[src/rtl/dbus_arb.sv]
// Two-requester arbiter in front of a single-port SRAM.
// Port 0 is the core data port, port 1 the loader/debug port. Writes complete
// in the grant cycle; reads take one extra cycle for the SRAM data to return.
module dbus_arb #(
    parameter int AW        = 32,
    parameter int FIXED_PRI = 0
) (
    input  logic          clk,
    input  logic          rstb,
    input  logic [AW-1:0] m0_addr,
    input  logic          m0_rd_req,
    input  logic          m0_wr_req,
    input  logic [3:0]    m0_be,
    input  logic [31:0]   m0_wr_data,
    output logic          m0_rd_ready,
    output logic          m0_wr_ready,
    output logic [31:0]   m0_rd_data,
    input  logic [AW-1:0] m1_addr,
    input  logic          m1_rd_req,
    input  logic          m1_wr_req,
    input  logic [3:0]    m1_be,
    input  logic [31:0]   m1_wr_data,
    output logic          m1_rd_ready,
    output logic          m1_wr_ready,
    output logic [31:0]   m1_rd_data,
    output logic          mem_cs,
    output logic          mem_we,
    output logic [AW-3:0] mem_addr,
    output logic [3:0]    mem_be,
    output logic [31:0]   mem_wdata,
    input  logic [31:0]   mem_rdata
);

    typedef enum logic {IDLE, RD_DATA} state_t;

    state_t state_q, state_d;
    logic   last_grant_q, last_grant_d;
    logic   rd_port_q, rd_port_d;

    logic [1:0]    rd_req;
    logic [1:0]    wr_req;
    logic [1:0]    active;
    logic [1:0]    rd_ready;
    logic [1:0]    wr_ready;
    logic          grant;
    logic [AW-1:0] grant_addr;
    logic [3:0]    grant_be;
    logic [31:0]   grant_wdata;
    logic [31:0]   rd_data [2];

    // Byte offset bits are not used by a word-addressed SRAM.
    logic unused_addr_bits;
    assign unused_addr_bits = ^{m0_addr[1:0], m1_addr[1:0]};

    assign rd_req = {m1_rd_req, m0_rd_req};
    assign wr_req = {m1_wr_req, m0_wr_req};
    assign active = rd_req | wr_req;

    // Winner among active ports: on contention either alternate or favour port 0.
    always_comb begin
        grant = active[1];
        if (active == 2'b11) begin
            grant = (FIXED_PRI != 0) ? 1'b0 : ~last_grant_q;
        end
    end

    assign grant_addr  = grant ? m1_addr    : m0_addr;
    assign grant_be    = grant ? m1_be      : m0_be;
    assign grant_wdata = grant ? m1_wr_data : m0_wr_data;

    // Next state and all bus/handshake outputs; everything is held at 0 during reset.
    always_comb begin
        state_d      = state_q;
        last_grant_d = last_grant_q;
        rd_port_d    = rd_port_q;
        mem_cs       = 1'b0;
        mem_we       = 1'b0;
        mem_addr     = '0;
        mem_be       = 4'h0;
        mem_wdata    = 32'h0;
        rd_ready     = 2'b00;
        wr_ready     = 2'b00;
        if (rstb) begin
            case (state_q)
                IDLE: begin
                    if (|active) begin
                        last_grant_d = grant;
                        mem_cs       = 1'b1;
                        mem_addr     = grant_addr[AW-1:2];
                        if (wr_req[grant]) begin
                            // A write wins over a simultaneous read on the same port.
                            mem_we          = 1'b1;
                            mem_be          = grant_be;
                            mem_wdata       = grant_wdata;
                            wr_ready[grant] = 1'b1;
                        end else begin
                            mem_be    = 4'hF;
                            rd_port_d = grant;
                            state_d   = RD_DATA;
                        end
                    end
                end
                RD_DATA: begin
                    // A requester that gave up while the SRAM was busy gets no pulse.
                    rd_ready[rd_port_q] = rd_req[rd_port_q];
                    state_d             = IDLE;
                end
                default: state_d = IDLE;
            endcase
        end
    end

    // Read data is forced to zero outside the completion pulse.
    generate
        for (genvar gi = 0; gi < 2; gi++) begin : g_rd_data
            assign rd_data[gi] = rd_ready[gi] ? mem_rdata : 32'h0;
        end
    endgenerate

    assign m0_rd_ready = rd_ready[0];
    assign m1_rd_ready = rd_ready[1];
    assign m0_wr_ready = wr_ready[0];
    assign m1_wr_ready = wr_ready[1];
    assign m0_rd_data  = rd_data[0];
    assign m1_rd_data  = rd_data[1];

    // State registers; last_grant resets to 1 so port 0 wins the first tie.
    always_ff @(posedge clk or negedge rstb) begin
        if (!rstb) begin
            state_q      <= IDLE;
            last_grant_q <= 1'b1;
            rd_port_q    <= 1'b0;
        end else begin
            state_q      <= state_d;
            last_grant_q <= last_grant_d;
            rd_port_q    <= rd_port_d;
        end
    end

endmodule

[config.mk]
export PLATFORM = sky130hd
export DESIGN_NAME = dbus_arb
export DESIGN_NICKNAME = d
export VERILOG_FILES = /design/src/rtl/dbus_arb.sv
export SDC_FILE = /design/constraint.sdc
export NUM_CORES = 1
export LEC_CHECK = 0
export CAP_MARGIN = 20
export CELL_PAD_IN_SITES_DETAIL_PLACEMENT = 1
export CELL_PAD_IN_SITES_GLOBAL_PLACEMENT = 2
export CORE_MARGIN = 2
export CORE_UTILIZATION = 10
export CTS_CLUSTER_SIZE = 25
export DETAILED_ROUTE_END_ITERATION = 12
export GPL_ROUTABILITY_DRIVEN = 0
export PLACE_DENSITY_LB_ADDON = 0.1
export SKIP_CTS_REPAIR_TIMING = 1
export SLEW_MARGIN = 20
export SYNTH_ARGS = -nofsm -noshare
export SYNTH_HDL_FRONTEND = slang
export SYNTH_SLANG_ARGS = --single-unit
[constraint.sdc]
create_clock -name clk -period 1.37 [get_ports clk]
set_input_delay 0.137 -clock clk [delete_from_list [all_inputs] [get_ports clk]]
set_output_delay 0.137 -clock clk [all_outputs]
set_load 0.02 [all_outputs]
# Word level (Yosys, flattened, before mapping)
# Cells that the tools add are included.
dict set report word_totals {
  romBits 0
  ramBits 0
  wordCells 59
  in_bits 174
  latchBits 0
  regBits 3
  n_memories 0
  out_inout_bits 136
}
dict set report op_classes {
  n_mul 0
  order_cmp 4
  div 0
  shifts 0
  n_reduce_logical 5
  mux 41
  bitwise_logic 5
  eq_ne 1
  n_addsub 0
}
# operator n
set op_table {}
lappend op_table {{$mux 32} 8}
lappend op_table {{$mux 30} 3}
lappend op_table {{$mux 4} 5}
lappend op_table {{$mux 1} 16}
lappend op_table {{$mux 2} 6}
lappend op_table {{$lt 1x2->1 const B} 2}
lappend op_table {{$reduce_and 4->1} 1}
lappend op_table {{$not 1->1} 3}
lappend op_table {{$reduce_and 3->1} 1}
lappend op_table {{$and 2x2->2} 1}
lappend op_table {{$demux 1 s1} 2}
lappend op_table {{$eq 2x2->1 const B} 1}
lappend op_table {{$ge 1x1->1 const B} 2}
lappend op_table {{$logic_and 1x1->1} 2}
lappend op_table {{$or 2x2->2} 1}
lappend op_table {{$pmux 1 s2} 1}
lappend op_table {{$reduce_or 2->1} 1}

# Logic depth before layout (Yosys ltp)
# Gate-level depths: netlist of run 1.
dict set report logic_depth {
  depth_word 11
  mapped_depth 6
  mapped_depth_nobuf 3
}

# Least setup slack after synthesis of run 1
# No wires, ideal clock.
dict set report synth_path {
  path_kind {register -> output}
  from {register last_grant_q}
  to {output port mem_addr[19]}
  stages_incl_launch_ff 6
  n_path_buf 2
  path_slack_ns -0.257
  arrival_time_ns 1.490
  path_cell_list {dfstp_2 > o21a_1 > buf_4 > buf_2 > o21ai_0 > a21oi_1}
}
dict set report synth_between {
  elab_chain_cells 6
}
# element line
set synth_lines {}
lappend synth_lines {{from (decl)} 37} ;# logic last_grant_q, last_grant_d;
lappend synth_lines {{from (signal assigned)} 135} ;# last_grant_q <= last_grant_d;
lappend synth_lines {{$not 1->1} 63} ;# grant = (FIXED_PRI != 0) ? 1'b0 : ~last_grant_q;
lappend synth_lines {{$mux 1} 62} ;# if (active == 2'b11) begin
lappend synth_lines {{$mux 32} 67} ;# assign grant_addr = grant ? m1_addr : m0_addr;
lappend synth_lines {{$mux 30} 86} ;# if (|active) begin
lappend synth_lines {{$mux 30} 84} ;# case (state_q)
lappend synth_lines {{$mux 30} 83} ;# if (rstb) begin
lappend synth_lines {{to (decl)} 28} ;# output logic [AW-3:0] mem_addr,
# Every way passes these cells.

# Final worst setup path of run 1
dict set report layout_path {
  from {register last_grant_q}
  to {output port mem_wdata[6]}
}
dict set report layout_between {
  elab_chain_cells 8
  word_cells_on_any_way 9
  cone_classes {mux: 8; bitwise: 1}
}
# element line
set layout_lines {}
lappend layout_lines {{$not 1->1 *} 63}
lappend layout_lines {{$mux 1 *} 62}
lappend layout_lines {{$mux 1 (implied by the code) (2 in a row)} 90} ;# if (wr_req[grant]) begin
lappend layout_lines {{$mux 32 *} 90}
lappend layout_lines {{$mux 32 *} 86}
lappend layout_lines {{$mux 32 *} 84}
lappend layout_lines {{$mux 32 *} 83}
lappend layout_lines {{to (decl)} 30} ;# output logic [31:0] mem_wdata,
# Mark *: on every way between the ends. The rest lies on a longest branch, timed or not. The select of a mux whose other input is x is not followed.

==> flow_summary_export.csv, run 1 <==
group,metric,value,unit
floorplanning,die_x,153,um
floorplanning,core_region_area,0.0218,mm2
global_route,overflow,0,
cells_and_area,most-common-layout-cells,"clkdlybuf4s50_1, buf_6, nand3_1, and2_4, buf_4",
sta,setup_viol,136,
cells_and_area,layout_commonest_cell,"clkdlybuf4s50_1",
sta,hold_violations,0,
drt,dr.pass1.iters,4,
run_status,outcome,"finished, violations left",
synth,synth_area,0.00221,mm2
floorplanning,start_util,10.2,%
synth,avgSynthCellArea,6.54,um2
floorplanning,placement_rows,54,
setup_path,reg2regPathDepth,4,
clock_network,cts_max_level,1,
setup_path,crit_path_start_kind,"flip-flop",
drt,wl,18800,um
drt,met3_length,1170,um
min_path,hp-class,"primary input to async pin",
setup_path,crit_slowest_cell,"dfstp_2",
global_route,grt_pass1_vias,4167,
setup_path,required,1.23,ns
pwr,p_leak,2.83,nW
floorplanning,fp.dieArea,0.0233,mm2
sta,slew_viol_final,0,
job,drv_cap,0,
cells_and_area,fin_nets,853,
drt,route.vias.total,4003,
sta,holdWs,0.0555,ns
drt,met1_length,7420,um
drt,drtIter0Drc,91,
pwr,ir_worst_vdd,381,uV
sta,rsz0062_at_grt,"yes",
synth,synth_seq_area_share,3.45,%
floorplanning,io_pins,310,
global_route,antenna_found_initial,1,
synth,synth_cells,338,
clock_network,clk_pin_slew,0.03,ns
setup_path,r2r_slack,0.03,ns
setup_path,path_class,"flip-flop to primary output",
sta,min_period,1.96,ns
sta,fmax,511,MHz
global_route,grt.total_usage,13.5,%
sta,worst_pin_slew,0.342,ns
placement,placed_area,0.00617,mm2
setup_path,crit_path_cell_trace,"or3b_4 -> o21ai_4 -> buf_12 -> buf_12 -> a211oi_4 -> buf_6",
sta,layout_setup_ws,-0.587,ns
setup_path,path_buf_inv,3,
clock_network,cts.sinks,3,
setup_path,crit_path_frequent_cell,"buf_12",
setup_path,crit_arrival,1.82,ns
synth,ys_types,31,
setup_path,r2r-start,"last_grant_q",
setup_path,critical-path-max-stage-delay,0.59,ns
synth,syn-num-nets,512,
clock_network,clock-root-buffer,"clkbuf_16",
global_route,grt_first_pass_wirelength,25100,um
clock_network,cts_tree,"done",
cells_and_area,antenna_cells,0,
run_status,violations,"negative setup slack",
placement,port_buffers,305,
clock_network,clock_latency,0.23,ns
cells_and_area,nFillCells,2477,
synth,synth_warnings,0,
pwr,p_per_area,689,mW/mm2
cells_and_area,area_delta_synth_final,228,%
placement,place.detailed.hpwl,13400,um
sta,slew_headroom,77.0,%
drt,ant_nets,0,
setup_path,r2r-end,"state_q",
sta,finalClockSkew,0.000709,ns
global_route,grt_max_degree,34,
setup_path,cp.depth,6,
drt,top_layer_used,"met4",
sta,min_period_over_period,143,%
drt,drc,0,
clock_network,cts_buffers,3,
drt,met2_wirelength,10100,um
floorplanning,die_h,153,um
placement,dp_slack,-1.12,ns
drt,wire_per_inst,19.6,um
synth,ys_ff_latch,3,
setup_path,end_kind,"primary output",
setup_path,cp_max_fo,7,
drt,viasPerCell,4.18,
cells_and_area,drive_above_1_share,58.0,%
clock_network,clockBufferDepth,2,
cells_and_area,fin_area,0.00725,mm2
setup_path,crit_family,"flip-flops",
-- how the worst max path moves through the flow --
stage	startpoint	to	slack, ns
CTS	m0_rd_req	mem_wdata[6]	-1.14
global placement	m0_rd_req	mem_wdata[6]	-1.06
floorplan	last_grant_q	mem_wdata[10]	-0.13
finish	last_grant_q	mem_wdata[6]	-0.59
global route	last_grant_q	mem_wdata[6]	-0.62
detailed placement	m0_rd_req	mem_wdata[8]	-1.12
-- kinds of logic after synthesis --
logic type             count (synthesis)  share of synthesized area, %
AND/OR/NAND/NOR                      143                          37.2
AO/OA/AOI/OAI                        143                          45.6
buffers and inverters                 49                          13.7
flip-flops                             3                          3.45
-- synth_stat cells (all sizes together) --
library cell	number	share of area, %
o21ai	70	17
a21oi	30	6.8
nor4	1	0.57
nand2b	2	0.57
inv	2	0.34
nor2b	1	0.28
buf	35	11
or2	1	0.28
dfstp	1	1.2
and3	1	0.28
o21a	2	0.68
a31oi	4	1.1
and4	1	0.40
or3b	1	0.51
nor2	2	0.45
nand2	1	0.17
nand3	67	15
a21boi	1	0.51
o22ai	1	0.28
and4b	1	0.45
o211ai	2	0.68
a211oi	33	19
dfrtp	2	2.3
and2	64	18
clkbuf	12	2.0
-- power by group --
part	switching [W]	total (W)	internal (W)	leakage, nW
sequential	0.0000368	0.000160	0.000123	0.0339
clock	0.0000860	0.000471	0.000385	0.0382
combinational	0.00216	0.00437	0.00221	2.76
total	0.00228	0.00500	0.00271	2.83
-- through the flow --
| stage | utilization, % | cells | power (W) | setup TNS, ns |
|---|---|---|---|---|
| after floorplan | - | 338 | 0.00198 | -7.62 |
| after global placement | 28.3 | 924 | 0.00372 | -115.90 |
| after detailed placement | 28.3 | 924 | 0.00374 | -121.00 |
| after CTS | 28.7 | 928 | 0.00423 | -121.90 |
| after global routing | 33.3 | 958 | 0.00530 | -59.98 |
| final | 33.3 | 958 | 0.00500 | -52.30 |
-- cell type report --
| class | instances | area [um2] | area share, % |
|---|---|---|---|
| Sequential cell | 3 | 76.3 | 1.05 |
| Clock buffer | 4 | 78.8 | 1.09 |
| Tap cell | 280 | 350 | 4.83 |
| Timing Repair Buffer | 383 | 4270 | 58.9 |
| Multi-Input combinational cell | 286 | 2470 | 34.0 |
| Inverter | 2 | 10.0 | 0.138 |
-- per-layer routing --
layer / vias up / global-route usage, %
li1: 1902 / -
met4: 0 / 1.59
met3: 8 / 3.19
met2: 169 / 25.7
met5: - / 0
met1: 1924 / 15.7
-- flip-flops by register name, indices dropped and copies added (netlist names) --
name          flops
rd_port_q         1
last_grant_q      1
state_q           1
Note: power is estimated with default switching activity, not from simulation.
==> inputs of run 2 (changes only) <==
--- a/config.mk
+++ b/config.mk
@@ -13,7 +13,7 @@
 export CTS_CLUSTER_SIZE = 25
 export DETAILED_ROUTE_END_ITERATION = 12
 export GPL_ROUTABILITY_DRIVEN = 0
-export PLACE_DENSITY_LB_ADDON = 0.1
+export PLACE_DENSITY = 0.83
 export SKIP_CTS_REPAIR_TIMING = 1
 export SLEW_MARGIN = 20
 export SYNTH_ARGS = -nofsm -noshare
==> flow_summary_export.csv, run 2 (same netlist as run 1, synthesis figures left out) <==
group,metric,value,unit
run_status,outcome,"finished, violations left",
run_status,violations,"negative setup slack",
cells_and_area,utilization,30.2,%
drt,drtIter0Drc,103,
cells_and_area,antenna_cells,0,
floorplanning,io_pins,310,
clock_network,cts_max_level,1,
job,drv_cap,0,
pwr,p_int,0.00235,W
min_path,hp-class,"primary input to async pin",
setup_path,crit_family,"flip-flops",
sta,min_period_over_period,136,%
setup_path,crit_arrival,1.72,ns
floorplanning,die_h,153,um
pwr,p_sw,0.00206,W
drt,drc,0,
setup_path,path_buf_inv,2,
clock_network,cts.sinks,3,
sta,min_period,1.86,ns
sta,tns,-47.73,ns
setup_path,cp_max_fo,20,
drt,route.vias.total,3891,
cells_and_area,layout_commonest_cell,"clkdlybuf4s50_1",
sta,fmax,538,MHz
clock_network,clockBufferDepth,2,
cells_and_area,area_delta_synth_final,197,%
cells_and_area,drive_above_1_share,51.1,%
sta,hold_violations,0,
sta,slew_headroom,74.2,%
sta,worst_pin_slew,0.387,ns
setup_path,path_class,"flip-flop to primary output",
pwr,p_per_area,671,mW/mm2
setup_path,crit_slowest_cell,"dfstp_2",
setup_path,cp.depth,5,
global_route,grt_max_degree,34,
setup_path,crit_path_cell_trace,"or3b_4 -> o21ai_4 -> buf_12 -> a211oi_2 -> buf_4",
sta,layout_setup_ws,-0.487,ns
setup_path,reg2regPathDepth,4,
placement,dp_slack,-1.07,ns
clock_network,cts_buffers,3,
sta,holdWs,0.0400,ns
pwr,ir_worst_vdd,273,uV
pwr,switching_share,46.7,%
sta,finalClockSkew,0.00441,ns
setup_path,required,1.23,ns
pwr,pwr-share-comb,85.5,%
floorplanning,core_region_area,0.0218,mm2
setup_path,end_kind,"primary output",
setup_path,critical-path-max-stage-delay,0.58,ns
global_route,overflow,0,
cells_and_area,largest_registers,"last_grant_q x1, rd_port_q x1, state_q x1",
global_route,antenna_found_initial,0,
drt,wl,16800,um
floorplanning,die_x,153,um
pwr,power.total,0.00441,W
floorplanning,fp.dieArea,0.0233,mm2
drt,viasPerCell,4.16,
floorplanning,start_util,10.2,%
global_route,grt_pass1_vias,3936,
clock_network,clock_latency,0.23,ns
drt,dr.pass1.iters,4,
pwr,power_frac_seq,3.6,%
clock_network,clk_pin_slew,0.03,ns
global_route,grt_first_pass_wirelength,23000,um
sta,setup_viol,137,
clock_network,cts_tree,"done",
placement,port_buffers,305,
floorplanning,placement_rows,54,
clock_network,clock-root-buffer,"clkbuf_16",
global_route,grt.total_usage,12.1,%
sta,slew_viol_final,0,
cells_and_area,most-common-layout-cells,"clkdlybuf4s50_1, buf_4, nand3_1, buf_6, and2_4",
pwr,p_leak,2.61,nW
cells_and_area,fin_nets,831,
sta,rsz0062_at_grt,"yes",
pwr,p_clk_share,10.9,%
placement,place.detailed.hpwl,11900,um
drt,ant_nets,0,
drt,wire_per_inst,18.0,um
setup_path,crit_path_start_kind,"flip-flop",
-- run 2: worst register-to-register path, delay by kind of cell (launching register included) --
kind,cells,cell delay [ns]
simple gates,1,0.44
flops,1,0.39
compound gates,2,0.36
buf+inv,1,0.15
-- run 2: final cells by class --
class | instances | area (um2)
Clock buffer | 4 | 78.8
Fill cell | 2534 | 15200
Inverter | 2 | 12.5
Multi-Input combinational cell | 286 | 2260
Sequential cell | 3 | 76.3
Tap cell | 280 | 350
Timing Repair Buffer | 361 | 3790
-- run 2: per-stage QoR --
stage / cells / area (um2)
after floorplan: 338 / 2460
after global placement: 913 / 6080
after detailed placement: 913 / 6080
after CTS: 917 / 6160
after global routing: 936 / 6560
final: 936 / 6560
-- run 2: path summary, 6_finish.rpt --
kind	slack [ns]	from	end
max	-0.49	last_grant_q	mem_wdata[18]
min	0.04	rstb	last_grant_q
max reg2reg	-0.07	last_grant_q	rd_port_q
min reg2reg	0.55	last_grant_q	last_grant_q
max in group asynchronous	0.76	rstb	rd_port_q
min in group clk	0.31	rstb	state_q
-- run 2: power groups by stage --
stage | sequential, W | combinational (W) | clock, W
final | 0.000157 | 0.00377 | 0.000482
after floorplan | 0.000149 | 0.00184 | 0
after detailed placement | 0.000149 | 0.00356 | 0
after CTS | 0.000150 | 0.00359 | 0.000484
after global routing | 0.000158 | 0.00402 | 0.000495
after global placement | 0.000148 | 0.00354 | 0
-- run 2: routing by layer --
layer	up-vias	part of all wire (%)	GRT usage, %
met5	-	0	0
met4	0	0.93	2.56
met3	10	5.6	2.30
met2	159	52	22.8
met1	1867	41	14.2
li1	1855	-	-
==> inputs of run 3 (changes only) <==
--- a/config.mk
+++ b/config.mk
@@ -15,6 +15,7 @@
 export GPL_ROUTABILITY_DRIVEN = 0
 export PLACE_DENSITY = 0.83
 export SKIP_CTS_REPAIR_TIMING = 1
+export SKIP_LAST_GASP = 1
 export SLEW_MARGIN = 20
 export SYNTH_ARGS = -nofsm -noshare
 export SYNTH_HDL_FRONTEND = slang
==> flow_summary_export.csv, run 3 (same netlist as run 1, synthesis figures left out) <==
group,metric,value,unit
sta,finalClockSkew,0.00436,ns
setup_path,crit_family,"flip-flops",
clock_network,cts_tree,"done",
setup_path,path_buf_inv,2,
global_route,grt_first_pass_wirelength,23000,um
floorplanning,start_util,10.2,%
setup_path,crit_slowest_cell,"dfstp_2",
pwr,pwr-share-comb,85.3,%
placement,place.detailed.hpwl,11900,um
cells_and_area,largest_registers,"last_grant_q x1, rd_port_q x1, state_q x1",
pwr,p_int,0.00229,W
run_status,outcome,"finished, violations left",
global_route,overflow,0,
sta,tns,-48.19,ns
pwr,power.total,0.00433,W
setup_path,reg2regPathDepth,4,
cells_and_area,area_delta_synth_final,194,%
pwr,p_clk_share,11.1,%
drt,wire_per_inst,18.0,um
clock_network,clockBufferDepth,2,
cells_and_area,drive_above_1_share,51.1,%
setup_path,r2r-end,"rd_port_q",
clock_network,clk_pin_slew,0.03,ns
drt,dr.pass1.iters,4,
sta,min_period,1.88,ns
drt,drc,0,
clock_network,clock_latency,0.23,ns
placement,dp_slack,-1.07,ns
pwr,ir_worst_vdd,272,uV
sta,slew_viol_final,0,
setup_path,path_class,"flip-flop to primary output",
sta,min_period_over_period,137,%
cells_and_area,fin_nets,831,
setup_path,crit_path_start,"last_grant_q",
sta,setup_viol,137,
cells_and_area,final_cells,936,
cells_and_area,utilization,29.9,%
sta,slew_headroom,74.4,%
drt,wl,16800,um
setup_path,cp.depth,5,
global_route,antenna_found_initial,0,
placement,placedCellCount,913,
pwr,p_leak,2.59,nW
run_status,violations,"negative setup slack",
pwr,p_sw,0.00204,W
setup_path,endpoint,"mem_wdata[18]",
floorplanning,fp.dieArea,0.0233,mm2
cells_and_area,antenna_cells,0,
setup_path,crit_path_start_kind,"flip-flop",
cells_and_area,layout_commonest_cell,"clkdlybuf4s50_1",
setup_path,end_kind,"primary output",
min_path,hp-class,"primary input to async pin",
floorplanning,die_h,153,um
sta,rsz0062_at_grt,"yes",
setup_path,crit_path_cell_trace,"o21a_4 -> clkbuf_16 -> o21ai_0 -> a211oi_2 -> buf_4",
setup_path,crit_arrival,1.74,ns
pwr,switching_share,47.2,%
setup_path,required,1.23,ns
global_route,grt_max_degree,34,
setup_path,r2r_slack,-0.07,ns
sta,worst_pin_slew,0.383,ns
floorplanning,die_x,153,um
cells_and_area,most-common-layout-cells,"clkdlybuf4s50_1, nand3_1, buf_4, buf_6, and2_4",
placement,port_buffers,305,
setup_path,cp_max_fo,15,
global_route,grt_pass1_vias,3936,
setup_path,critical-path-max-stage-delay,0.58,ns
floorplanning,core_region_area,0.0218,mm2
setup_path,r2r-start,"last_grant_q",
drt,viasPerCell,4.16,
sta,layout_setup_ws,-0.507,ns
pwr,p_per_area,667,mW/mm2
clock_network,clock-root-buffer,"clkbuf_16",
drt,drtIter0Drc,119,
global_route,grt.total_usage,12.1,%
clock_network,cts_max_level,1,
floorplanning,io_pins,310,
pwr,power_frac_seq,3.6,%
clock_network,cts.sinks,3,
sta,fmax,533,MHz
sta,hold_violations,0,
drt,route.vias.total,3896,
job,drv_cap,0,
cells_and_area,nFillCells,2548,
clock_network,cts_buffers,3,
floorplanning,placement_rows,54,
drt,ant_nets,0,
==> run 3: through the flow <==
step / area [um2] / hold slack [ns]
after CTS: 6160 / 0.215
after global placement: 6080 / 0.447
final: 6500 / 0.0408
after floorplan: 2460 / -0.159
after detailed placement: 6080 / 0.453
after global routing: 6500 / 0.0703
==> run 3: worst min path at each step <==
stage / from / endpoint / slack (ns) / cells after the start
floorplan: rstb / rd_port_q / -0.16 / 0
detailed placement: rstb / state_q / 0.45 / 2
global route: rstb / last_grant_q / 0.07 / 2
global placement: rstb / state_q / 0.45 / 2
CTS: rstb / state_q / 0.21 / 2
finish: rstb / last_grant_q / 0.04 / 2
==> run 3: worst register-to-register path: cells and delay by family (launching register included) <==
kind | cells | cell delay [ns]
AND/OR/NAND/NOR | 1 | 0.44
flip-flops | 1 | 0.39
AO/OA/AOI/OAI | 2 | 0.37
buffers and inverters | 1 | 0.15
==> run 3: final cells by class <==
type / instances / area, um2 / share of cell area (%)
Timing Repair Buffer: 361 / 3720 / 57.3
Multi-Input combinational cell: 286 / 2260 / 34.7
Tap cell: 280 / 350 / 5.39
Clock buffer: 4 / 78.8 / 1.21
Sequential cell: 3 / 76.3 / 1.17
Inverter: 2 / 12.5 / 0.193
==> run 3: power by group through the flow <==
| stage | clock network, W | registers, W | logic (W) |
|---|---|---|---|
| floorplan | 0 | 0.000149 | 0.00184 |
| global placement | 0 | 0.000148 | 0.00354 |
| detailed placement | 0 | 0.000149 | 0.00356 |
| CTS | 0.000484 | 0.000150 | 0.00359 |
| global route | 0.000495 | 0.000158 | 0.00395 |
| finish | 0.000481 | 0.000157 | 0.00370 |
==> run 3: layer usage <==
metal  vias to the layer above  share of wire, %  track usage [%]
met3                        10               5.7             2.30
met4                         0              0.93             2.56
met5                         -                 0                0
met1                      1867                41             14.2
li1                       1858                 -                -
met2                       161                52             22.8
